File: src/rtl/hardmatch_pkg.sv
// Shared types and beat-layout helpers for the parametrised hard match block.
// A beat is {tag, sop, eop, payload}, with the payload in the low DATA_W bits.
package hardmatch_pkg;

  typedef enum logic {
    IDLE = 1'b0,
    BODY = 1'b1
  } parse_state_t;

  function automatic int beat_width(input int data_w, input int tag_w);
    return data_w + 2 + tag_w;
  endfunction

  function automatic int beat_eop_pos(input int data_w);
    return data_w;
  endfunction

  function automatic int beat_sop_pos(input int data_w);
    return data_w + 1;
  endfunction

  function automatic int beat_tag_lsb(input int data_w);
    return data_w + 2;
  endfunction

endpackage

File: src/rtl/hardmatch_result_fifo.sv
// Synchronous result FIFO with a first-word-fall-through head and occupancy count.
// The head word is read straight from storage, so it holds steady until popped.
module hardmatch_result_fifo #(
  parameter int WIDTH = 13,
  parameter int DEPTH = 4
) (
  input  logic                   clock,
  input  logic                   resetn,
  input  logic                   push,
  input  logic [WIDTH-1:0]       push_data,
  input  logic                   pop,
  output logic [WIDTH-1:0]       head_data,
  output logic                   head_valid,
  output logic [$clog2(DEPTH):0] count
);

  localparam int PTR_W = $clog2(DEPTH);
  localparam int CNT_W = PTR_W + 1;

  logic [WIDTH-1:0] mem_reg [DEPTH];
  logic [PTR_W-1:0] wr_ptr_reg;
  logic [PTR_W-1:0] rd_ptr_reg;
  logic [CNT_W-1:0] count_reg;
  logic             pop_fire;

  assign pop_fire = pop & (count_reg != '0);

  always_ff @(posedge clock or negedge resetn) begin
    if (!resetn) begin
      wr_ptr_reg <= '0;
      rd_ptr_reg <= '0;
      count_reg  <= '0;
    end else begin
      if (push) begin
        wr_ptr_reg <= wr_ptr_reg + PTR_W'(1);
      end
      if (pop_fire) begin
        rd_ptr_reg <= rd_ptr_reg + PTR_W'(1);
      end
      count_reg <= count_reg + CNT_W'(push) - CNT_W'(pop_fire);
    end
  end

  // Storage is not reset; the head is qualified by head_valid.
  always_ff @(posedge clock) begin
    if (push) begin
      mem_reg[wr_ptr_reg] <= push_data;
    end
  end

  assign head_data  = mem_reg[rd_ptr_reg];
  assign head_valid = (count_reg != '0);
  assign count      = count_reg;

  a_no_overflow: assert property (@(posedge clock) disable iff (!resetn)
    !(push && (count_reg == CNT_W'(DEPTH))));

endmodule

File: src/rtl/hardmatchblock_param.sv
// Masked-rule key matcher: parses tagged packets, compares the SOP key against a
// programmable rule table and queues one {hit, idx, tag} result per packet.
module hardmatchblock_param
  import hardmatch_pkg::*;
#(
  parameter int DATA_W     = 128,
  parameter int TAG_W      = 8,
  parameter int KEY_W      = 32,
  parameter int KEY_LSB    = 96,
  parameter int NUM_RULES  = 16,
  parameter int FIFO_DEPTH = 4
) (
  input  logic                                clock,
  input  logic                                resetn,
  input  logic [beat_width(DATA_W, TAG_W)-1:0] pnode_data,
  input  logic                                pnode_valid,
  output logic                                pnode_ready,
  input  logic                                cfg_we,
  input  logic [$clog2(NUM_RULES)-1:0]        cfg_addr,
  input  logic                                cfg_en,
  input  logic [KEY_W-1:0]                    cfg_key,
  input  logic [KEY_W-1:0]                    cfg_mask,
  output logic                                data_valid,
  input  logic                                data_ack,
  output logic [$clog2(NUM_RULES)+TAG_W:0]    data_out,
  output logic [15:0]                         err_count
);

  localparam int IDX_W   = $clog2(NUM_RULES);
  localparam int RES_W   = 1 + IDX_W + TAG_W;
  localparam int CNT_W   = $clog2(FIFO_DEPTH) + 1;
  localparam int TOT_W   = CNT_W + 2;
  localparam int TAG_LSB = beat_tag_lsb(DATA_W);
  localparam int SOP_POS = beat_sop_pos(DATA_W);
  localparam int EOP_POS = beat_eop_pos(DATA_W);

  typedef struct packed {
    logic             hit;
    logic [IDX_W-1:0] idx;
    logic [TAG_W-1:0] tag;
  } result_t;

  logic [TAG_W-1:0] beat_tag;
  logic             beat_sop;
  logic             beat_eop;
  logic [KEY_W-1:0] beat_key;
  logic             unused_beat;

  assign beat_tag    = pnode_data[TAG_LSB +: TAG_W];
  assign beat_sop    = pnode_data[SOP_POS];
  assign beat_eop    = pnode_data[EOP_POS];
  assign beat_key    = pnode_data[KEY_LSB +: KEY_W];
  assign unused_beat = ^pnode_data;

  parse_state_t     state_reg;
  logic [KEY_W-1:0] key_reg;
  logic [TAG_W-1:0] tag_reg;
  logic             ready_reg;
  logic [15:0]      err_count_reg;

  logic             s1_valid_reg;
  logic [KEY_W-1:0] s1_key_reg;
  logic [TAG_W-1:0] s1_tag_reg;
  logic             s2_valid_reg;
  logic [NUM_RULES-1:0] s2_hit_reg;
  logic [TAG_W-1:0] s2_tag_reg;

  logic accept;
  logic open_pkt;
  logic err_event;

  assign accept    = pnode_valid & ready_reg;
  assign open_pkt  = accept & beat_sop & (state_reg == IDLE);
  assign err_event = accept & (beat_sop ? (state_reg == BODY) : (state_reg == IDLE));

  // Parser: an SOP always restarts a packet; a single-beat packet launches directly.
  always_ff @(posedge clock or negedge resetn) begin
    if (!resetn) begin
      state_reg    <= IDLE;
      key_reg      <= '0;
      tag_reg      <= '0;
      s1_valid_reg <= 1'b0;
      s1_key_reg   <= '0;
      s1_tag_reg   <= '0;
    end else begin
      s1_valid_reg <= 1'b0;
      if (accept) begin
        if (beat_sop) begin
          key_reg <= beat_key;
          tag_reg <= beat_tag;
          if (beat_eop) begin
            s1_valid_reg <= 1'b1;
            s1_key_reg   <= beat_key;
            s1_tag_reg   <= beat_tag;
            state_reg    <= IDLE;
          end else begin
            state_reg <= BODY;
          end
        end else if ((state_reg == BODY) && beat_eop) begin
          s1_valid_reg <= 1'b1;
          s1_key_reg   <= key_reg;
          s1_tag_reg   <= tag_reg;
          state_reg    <= IDLE;
        end
      end
    end
  end

  always_ff @(posedge clock or negedge resetn) begin
    if (!resetn) begin
      err_count_reg <= '0;
    end else if (err_event && (err_count_reg != 16'hFFFF)) begin
      err_count_reg <= err_count_reg + 16'd1;
    end
  end

  logic [KEY_W-1:0]     rule_key_reg  [NUM_RULES];
  logic [KEY_W-1:0]     rule_mask_reg [NUM_RULES];
  logic [NUM_RULES-1:0] rule_en_reg;
  logic [NUM_RULES-1:0] hit_vec;

  always_ff @(posedge clock or negedge resetn) begin
    if (!resetn) begin
      rule_en_reg <= '0;
    end else if (cfg_we) begin
      rule_en_reg[cfg_addr] <= cfg_en;
    end
  end

  always_ff @(posedge clock) begin
    if (cfg_we) begin
      rule_key_reg[cfg_addr]  <= cfg_key;
      rule_mask_reg[cfg_addr] <= cfg_mask;
    end
  end

  // Compare sees the table as it stands during S1; a same-cycle write lands afterwards.
  generate
    for (genvar gi = 0; gi < NUM_RULES; gi++) begin : g_rule
      assign hit_vec[gi] = rule_en_reg[gi] &
                           (((s1_key_reg ^ rule_key_reg[gi]) & rule_mask_reg[gi]) == '0);
    end
  endgenerate

  always_ff @(posedge clock or negedge resetn) begin
    if (!resetn) begin
      s2_valid_reg <= 1'b0;
      s2_hit_reg   <= '0;
      s2_tag_reg   <= '0;
    end else begin
      s2_valid_reg <= s1_valid_reg;
      s2_hit_reg   <= hit_vec;
      s2_tag_reg   <= s1_tag_reg;
    end
  end

  logic             enc_hit;
  logic [IDX_W-1:0] enc_idx;

  // Scan downwards so the lowest matching index is the one left standing.
  always_comb begin
    enc_hit = 1'b0;
    enc_idx = '0;
    for (int i = NUM_RULES - 1; i >= 0; i--) begin
      if (s2_hit_reg[i]) begin
        enc_hit = 1'b1;
        enc_idx = IDX_W'(i);
      end
    end
  end

  result_t          push_res;
  logic [RES_W-1:0] head_data;
  logic             head_valid;
  logic [CNT_W-1:0] fifo_count;
  logic             pop;

  assign push_res = '{hit: enc_hit, idx: enc_idx, tag: s2_tag_reg};
  assign pop      = head_valid & data_ack;

  hardmatch_result_fifo #(
    .WIDTH (RES_W),
    .DEPTH (FIFO_DEPTH)
  ) u_result_fifo (
    .clock      (clock),
    .resetn     (resetn),
    .push       (s2_valid_reg),
    .push_data  (push_res),
    .pop        (pop),
    .head_data  (head_data),
    .head_valid (head_valid),
    .count      (fifo_count)
  );

  // Reservation total after this edge: opening a packet claims a slot, a pop frees one;
  // moving a packet from parser to pipe to FIFO leaves the total unchanged.
  logic [TOT_W-1:0] total_next;

  assign total_next = TOT_W'(fifo_count) + TOT_W'(state_reg == BODY) + TOT_W'(s1_valid_reg)
                    + TOT_W'(s2_valid_reg) + TOT_W'(open_pkt) - TOT_W'(pop);

  always_ff @(posedge clock or negedge resetn) begin
    if (!resetn) begin
      ready_reg <= 1'b0;
    end else begin
      ready_reg <= (total_next < TOT_W'(FIFO_DEPTH));
    end
  end

  assign pnode_ready = ready_reg;
  assign data_valid  = head_valid;
  assign data_out    = head_valid ? head_data : '0;
  assign err_count   = err_count_reg;

endmodule

File: config.mk
export PLATFORM = sky130hd
export DESIGN_NAME = hardmatchblock_param
export DESIGN_NICKNAME = d
export VERILOG_FILES = /design/src/rtl/hardmatch_pkg.sv /design/src/rtl/hardmatch_result_fifo.sv /design/src/rtl/hardmatchblock_param.sv
export SDC_FILE = /design/constraint.sdc
export NUM_CORES = 1
export LEC_CHECK = 0
export CAP_MARGIN = 5
export CORE_MARGIN = 2
export CORE_UTILIZATION = 50
export CTS_CLUSTER_SIZE = 25
export DETAILED_ROUTE_END_ITERATION = 12
export PLACE_DENSITY = 0.68
export SLEW_MARGIN = 30
export SYNTH_ARGS = -nofsm -noshare
export SYNTH_HDL_FRONTEND = slang
export SYNTH_HIERARCHICAL = 1
export SYNTH_SLANG_ARGS = --single-unit
File: constraint.sdc
create_clock -name clock -period 7 [get_ports clock]
set_input_delay 1.05 -clock clock [delete_from_list [all_inputs] [get_ports clock]]
set_output_delay 1.05 -clock clock [all_outputs]
set_load 0.05 [all_outputs]
After elaboration in Yosys (flattened, before gate mapping)
Memories as Yosys holds them, arrays and structs flattened.
Index checks and enable logic that the tools add are counted.
Widths: inputs -> output; s select.

operators by class
  $add $sub $neg = 10
  $lt $le $gt $ge = 3
  equality and inequality tests = 2
  mux-type cells = 54
  bitwise operators = 55
  reduce and logical (&&, ||, !) cells = 24

operator list
  operator               count
  $and 32x32->32         16
  $logic_not 32->1       16
  $xor 32x32->32         16
  $mux 32                3
  $mux 4                 16
  $mux 1                 29
  $mux 8                 3
  $and 1x1->1            22
  $add 16x1->16 const B  1
  $bwmux 16              1
  $ne 16x16->1 const B   1
  $mux 13                1
  $add 5x1->5            2
  $add 4x1->5            1
  $lt 4x5->1 const B     1
  $lt 5x3->1 const B     1
  $sub 5x1->5            1
  $add 2x1->2 const B    2
  $add 3x1->4            1
  $demux 1 s4            1
  $ge 4x1->1 const B     1
  $reduce_and 2->1       2
  $add 3x1->3            1
  $logic_and 1x1->1      3
  other kinds (6)        6

storage, ports and cells
  register bits after elaboration = 147
  bits in writable memories = 1076
  bits of input ports = 212
  output and inout bits = 31
  memories kept = 3

memory list
  name                   words  bits a word  rd ports  clocked after Yosys merged registers in  write ports  RTL line                     RTL
  rule_key_reg           16     32           16        0                                        1            hardmatchblock_param.sv:117  logic [KEY_W-1:0] rule_key_reg [NUM_RULES];
  rule_mask_reg          16     32           16        0                                        1            hardmatchblock_param.sv:118  logic [KEY_W-1:0] rule_mask_reg [NUM_RULES];
  u_result_fifo.mem_reg  4      13           1         0                                        1            hardmatch_result_fifo.sv:20  logic [WIDTH-1:0] mem_reg [DEPTH];

Logic depth before layout (Yosys ltp)
  depth in word-level cells = 16
  depth in mapped cells = 12

Hierarchy
The synthesis kept the hierarchy.

by module, submodules not included
  module                 times used  cells each  area each (um2)  seq. area each (um2)
  hardmatchblock_param   1           2419        44088.5          34252.9
  hardmatch_result_fifo  1           102         2303.5           1736.7

Worst setup path after synthesis
No wires, ideal clock.

  path kind = input-to-reg
  start point = input cfg_addr[2]
  end point = register rule_en_reg[0]
  setup time = 0.087 ns
  data arrival time = 6.693 ns
  required time = 6.913 ns
  slack = 0.220 ns
  stages = 3
  buffers on the path = 0
  cell sequence = or3b_2 nor3_1 mux2_2

between the ends
  word-level cells in the longest chain between the ends = 5

ends and longest elaborated chain
  item                                                            RTL line                     RTL
  from (decl)                                                     hardmatchblock_param.sv:19   input logic [$clog2(NUM_RULES)-1:0] cfg_addr,
  $lt 4x5->1 (not written as such) or $ge 4x1->1 (tied branches)  hardmatchblock_param.sv:126  rule_en_reg[cfg_addr] <= cfg_en;
  $logic_and 1x1->1 (not written as such)                         hardmatchblock_param.sv:126
  $mux 1 (not written as such)                                    hardmatchblock_param.sv:126
  $demux 1 s4 (*)                                                 hardmatchblock_param.sv:126
  $bwmux 16 (*)                                                   hardmatchblock_param.sv:126
  to (signal, indexed assignment)                                 hardmatchblock_param.sv:126
  to (decl)                                                       hardmatchblock_param.sv:119  logic [NUM_RULES-1:0] rule_en_reg;

Mark *: on every way between the ends. The rest lies on a longest branch, timed or not.
A chain may end at the register's enable or synchronous reset.

Worst setup path in the final report
  start point = register u_result_fifo.rd_ptr_reg[0]
  end point = output data_out[3]

between the ends
  word-level cells in the longest chain between the ends = 2

ends and longest elaborated chain
  item                    RTL line                     RTL
  from (decl)             hardmatch_result_fifo.sv:22  logic [PTR_W-1:0] rd_ptr_reg;
  from (signal assigned)  hardmatch_result_fifo.sv:38  rd_ptr_reg <= rd_ptr_reg + PTR_W'(1);
  $mem_v2 4x13            --
  via head_data[3]        hardmatchblock_param.sv:173  logic [RES_W-1:0] head_data;
  $mux 13                 hardmatchblock_param.sv:212  assign data_out = head_valid ? head_data : '0;
  to (decl)               hardmatchblock_param.sv:25   output logic [$clog2(NUM_RULES)+TAG_W:0] data_out,

The timed path passes the listed nets, and every way through them passes these cells.

==> reports/results.ini <==
[outcome]
status = completed

[hold_path]
hold_class = flip-flop to flip-flop

[timing]
drv_slew = 0
period_needed_ps = 4150
fmax_mhz = 241
fin_crit_sh = 0.593
setup_violations = 0
tns_ps = 0
whs_ps = 372
worstMarginPinSlew_ps = 1030
slew_headroom = 0.308
grt_setup_unrepaired = false
skew_ps = 35.1
fin_ws_ps = 2850
hold_viol = 0

[route]
routed_wl_microns = 123000
firstDrtPassIters = 8
vias = 24130
drtAntennaViolNets = 0
wire_per_inst_microns = 29.8
dr.first_iter.drc_count = 3005
drcViolationCount = 0
viasPerCell = 5.86

[finish]
final_core_util = 0.579
final_common_cell = edfxtp_1
syn_to_final_growth_pct = 14.6
stdcell_area_sq_um = 53200
drive_gt1_frac = 0.131
fillCellCount = 6725
layout.cells.non_filler = 4118
final_nets = 3000
final_cell_mix = 1,076 x edfxtp_1, 517 x xor2_1, 146 x dfrtp_1

[placement]
dpl-instance-area_sq_um = 49500
routabilityCongestion = 0.868
post-place-ws_ps = 2550
hpwl_microns = 73100
io_buffers = 146
dpl.cell_count = 3894

[clocking]
cts_buffers = 117
insertion_delay_ps = 690
post_cts_resized = 0
cts_tree = built
cts_setup_buffers = 0
cts_root_buf = clkbuf_16
ctsLongestPathBuffers = 3
h-tree-depth = 3
cts.sinks = 1223
clk_pin_slew_ps = 60
cts-hold-fix-buffers = 0

[power_and_ir_drop]
p_comb_frac = 0.219
p_int_mw = 13.2
p_leak_nw = 19.0
vdd_drop_max_mv = 0.223
p_switching_mw = 5.54
swShare = 0.296
power.density_nw_per_um2 = 353
pwr-share-seq = 0.462
clockPowerShare = 0.318
power_mw = 18.8

[die]
die_h_microns = 309
rows = 111
core-area_sq_um = 91800
ios = 243
design.die.area_sq_um = 95200
die_w_microns = 309
start_util = 0.505

[synthesis]
synth_area_sq_um = 46400
yosysSeqAreaShare = 0.776
syn_nets = 2749
ys_seq_elements = 1223
yosysWarningCount = 6
synth_flop_cell = edfxtp_1
synthCells = 2521
ys_types = 54
avgSynthCellArea_sq_um = 18.4
synthArstFlopShare = 0.120
synth-edff-count = 1076

[critical_path]
crit_path_top_delay_cell = dfrtp_1
cp_top_family = flip-flops
cp.arrival_ps = 3100
max_stage_delay_ps = 890
required_ps = 5950
reg2reg_slack_ps = 3550
path_class = flip-flop to output port
worst_setup_path_end_kind = output port
path_cells = mux4_1 > and2_1 > clkdlybuf4s50_1
cp-start-kind = flip-flop
worstPathMaxFanout = 15
cp_num_buf_inv = 1

[global_route]
grtUsageTotal = 0.259
grt_pass1_vias = 23690
grt_pass1_wl_microns = 170000
grt_max_degree = 84
gr-total-overflow = 0
antenna_found_initial = 6

[flow_run]
cap_viol_max_count = 0

==> final timing paths <==
path	end	cells past startpoint	startpoint
min in group asynchronous	err_count[5]	1	resetn
max in group asynchronous	s1_key_reg[28]	2	resetn
min reg2reg	s2_tag_reg[2]	0	s1_tag_reg[2]
max	data_out[3]	3	u_result_fifo/rd_ptr_reg[0]
min	s2_tag_reg[2]	0	s1_tag_reg[2]
max reg2reg	pnode_ready	11	u_result_fifo/count[1]
==> kinds of logic after synthesis <==
logic type	after synthesis	synth area share
AOI/OAI and AO/OA	305	0.0522
and+or+nand+nor	228	0.0252
adders and majority gates	16	0.00464
DFF	1223	0.776
buffers and inverters	106	0.0124
muxes	111	0.0294
xor gates and xnor gates	532	0.100
==> power by group through the flow <==
stage | Clock (mW) | Sequential [mW] | Combinational (mW)
floorplan | 0 | 8.72 | 2.64
global placement | 0 | 8.79 | 3.98
detailed placement | 0 | 8.82 | 4.08
CTS | 6.04 | 8.67 | 4.12
global route | 6.31 | 8.72 | 4.37
finish | 5.97 | 8.67 | 4.11
==> cell usage after synthesis, types with 5 or more instances <==
cell type | instances | area, sq um
edfxtp_1 | 1076 | 32300
xor2_1 | 517 | 4530
dfrtp_1 | 147 | 3680
a22oi_1 | 120 | 901
nand2_1 | 70 | 263
mux2_2 | 58 | 653
buf_2 | 57 | 285
a22o_1 | 52 | 455
o21ai_0 | 44 | 220
a221oi_1 | 43 | 377
nand4_1 | 41 | 257
mux2i_1 | 40 | 400
nand3_1 | 37 | 185
nor2_1 | 23 | 86.3
inv_1 | 20 | 75.1
and2_1 | 18 | 113
a222oi_1 | 16 | 160
xnor2_1 | 15 | 131
ha_1 | 14 | 175
nor4_1 | 14 | 87.6
clkbuf_1 | 12 | 45.0
a221oi_2 | 9 | 135
nor3_1 | 9 | 45.0
mux4_2 | 8 | 180
buf_6 | 7 | 78.8
a21oi_1 | 5 | 25.0
buf_4 | 5 | 37.5
mux4_1 | 5 | 131
==> area by class of cell <==
type / instances / area [sq um] / share of cell area
Inverter: 20 / 75.1 / 0.00141
Sequential cell: 1223 / 36000 / 0.677
Tap cell: 1243 / 1560 / 0.0293
Multi-Input combinational cell: 1192 / 9970 / 0.188
Antenna cell: 1 / 2.50 / 0.0000471
Clock inverter: 52 / 352 / 0.00661
Clock buffer: 169 / 3290 / 0.0618
Timing Repair Buffer: 218 / 1930 / 0.0362
==> routing by layer <==
metal  vias to the layer above  part of all wire  GRT usage
li1                      10179                 -          -
met1                     12480              0.40      0.356
met2                      1271              0.48      0.422
met3                       196             0.093     0.0484
met4                         4             0.034     0.0815
met5                         -           0.00013          0
Note: power is estimated with default switching activity, not from simulation.
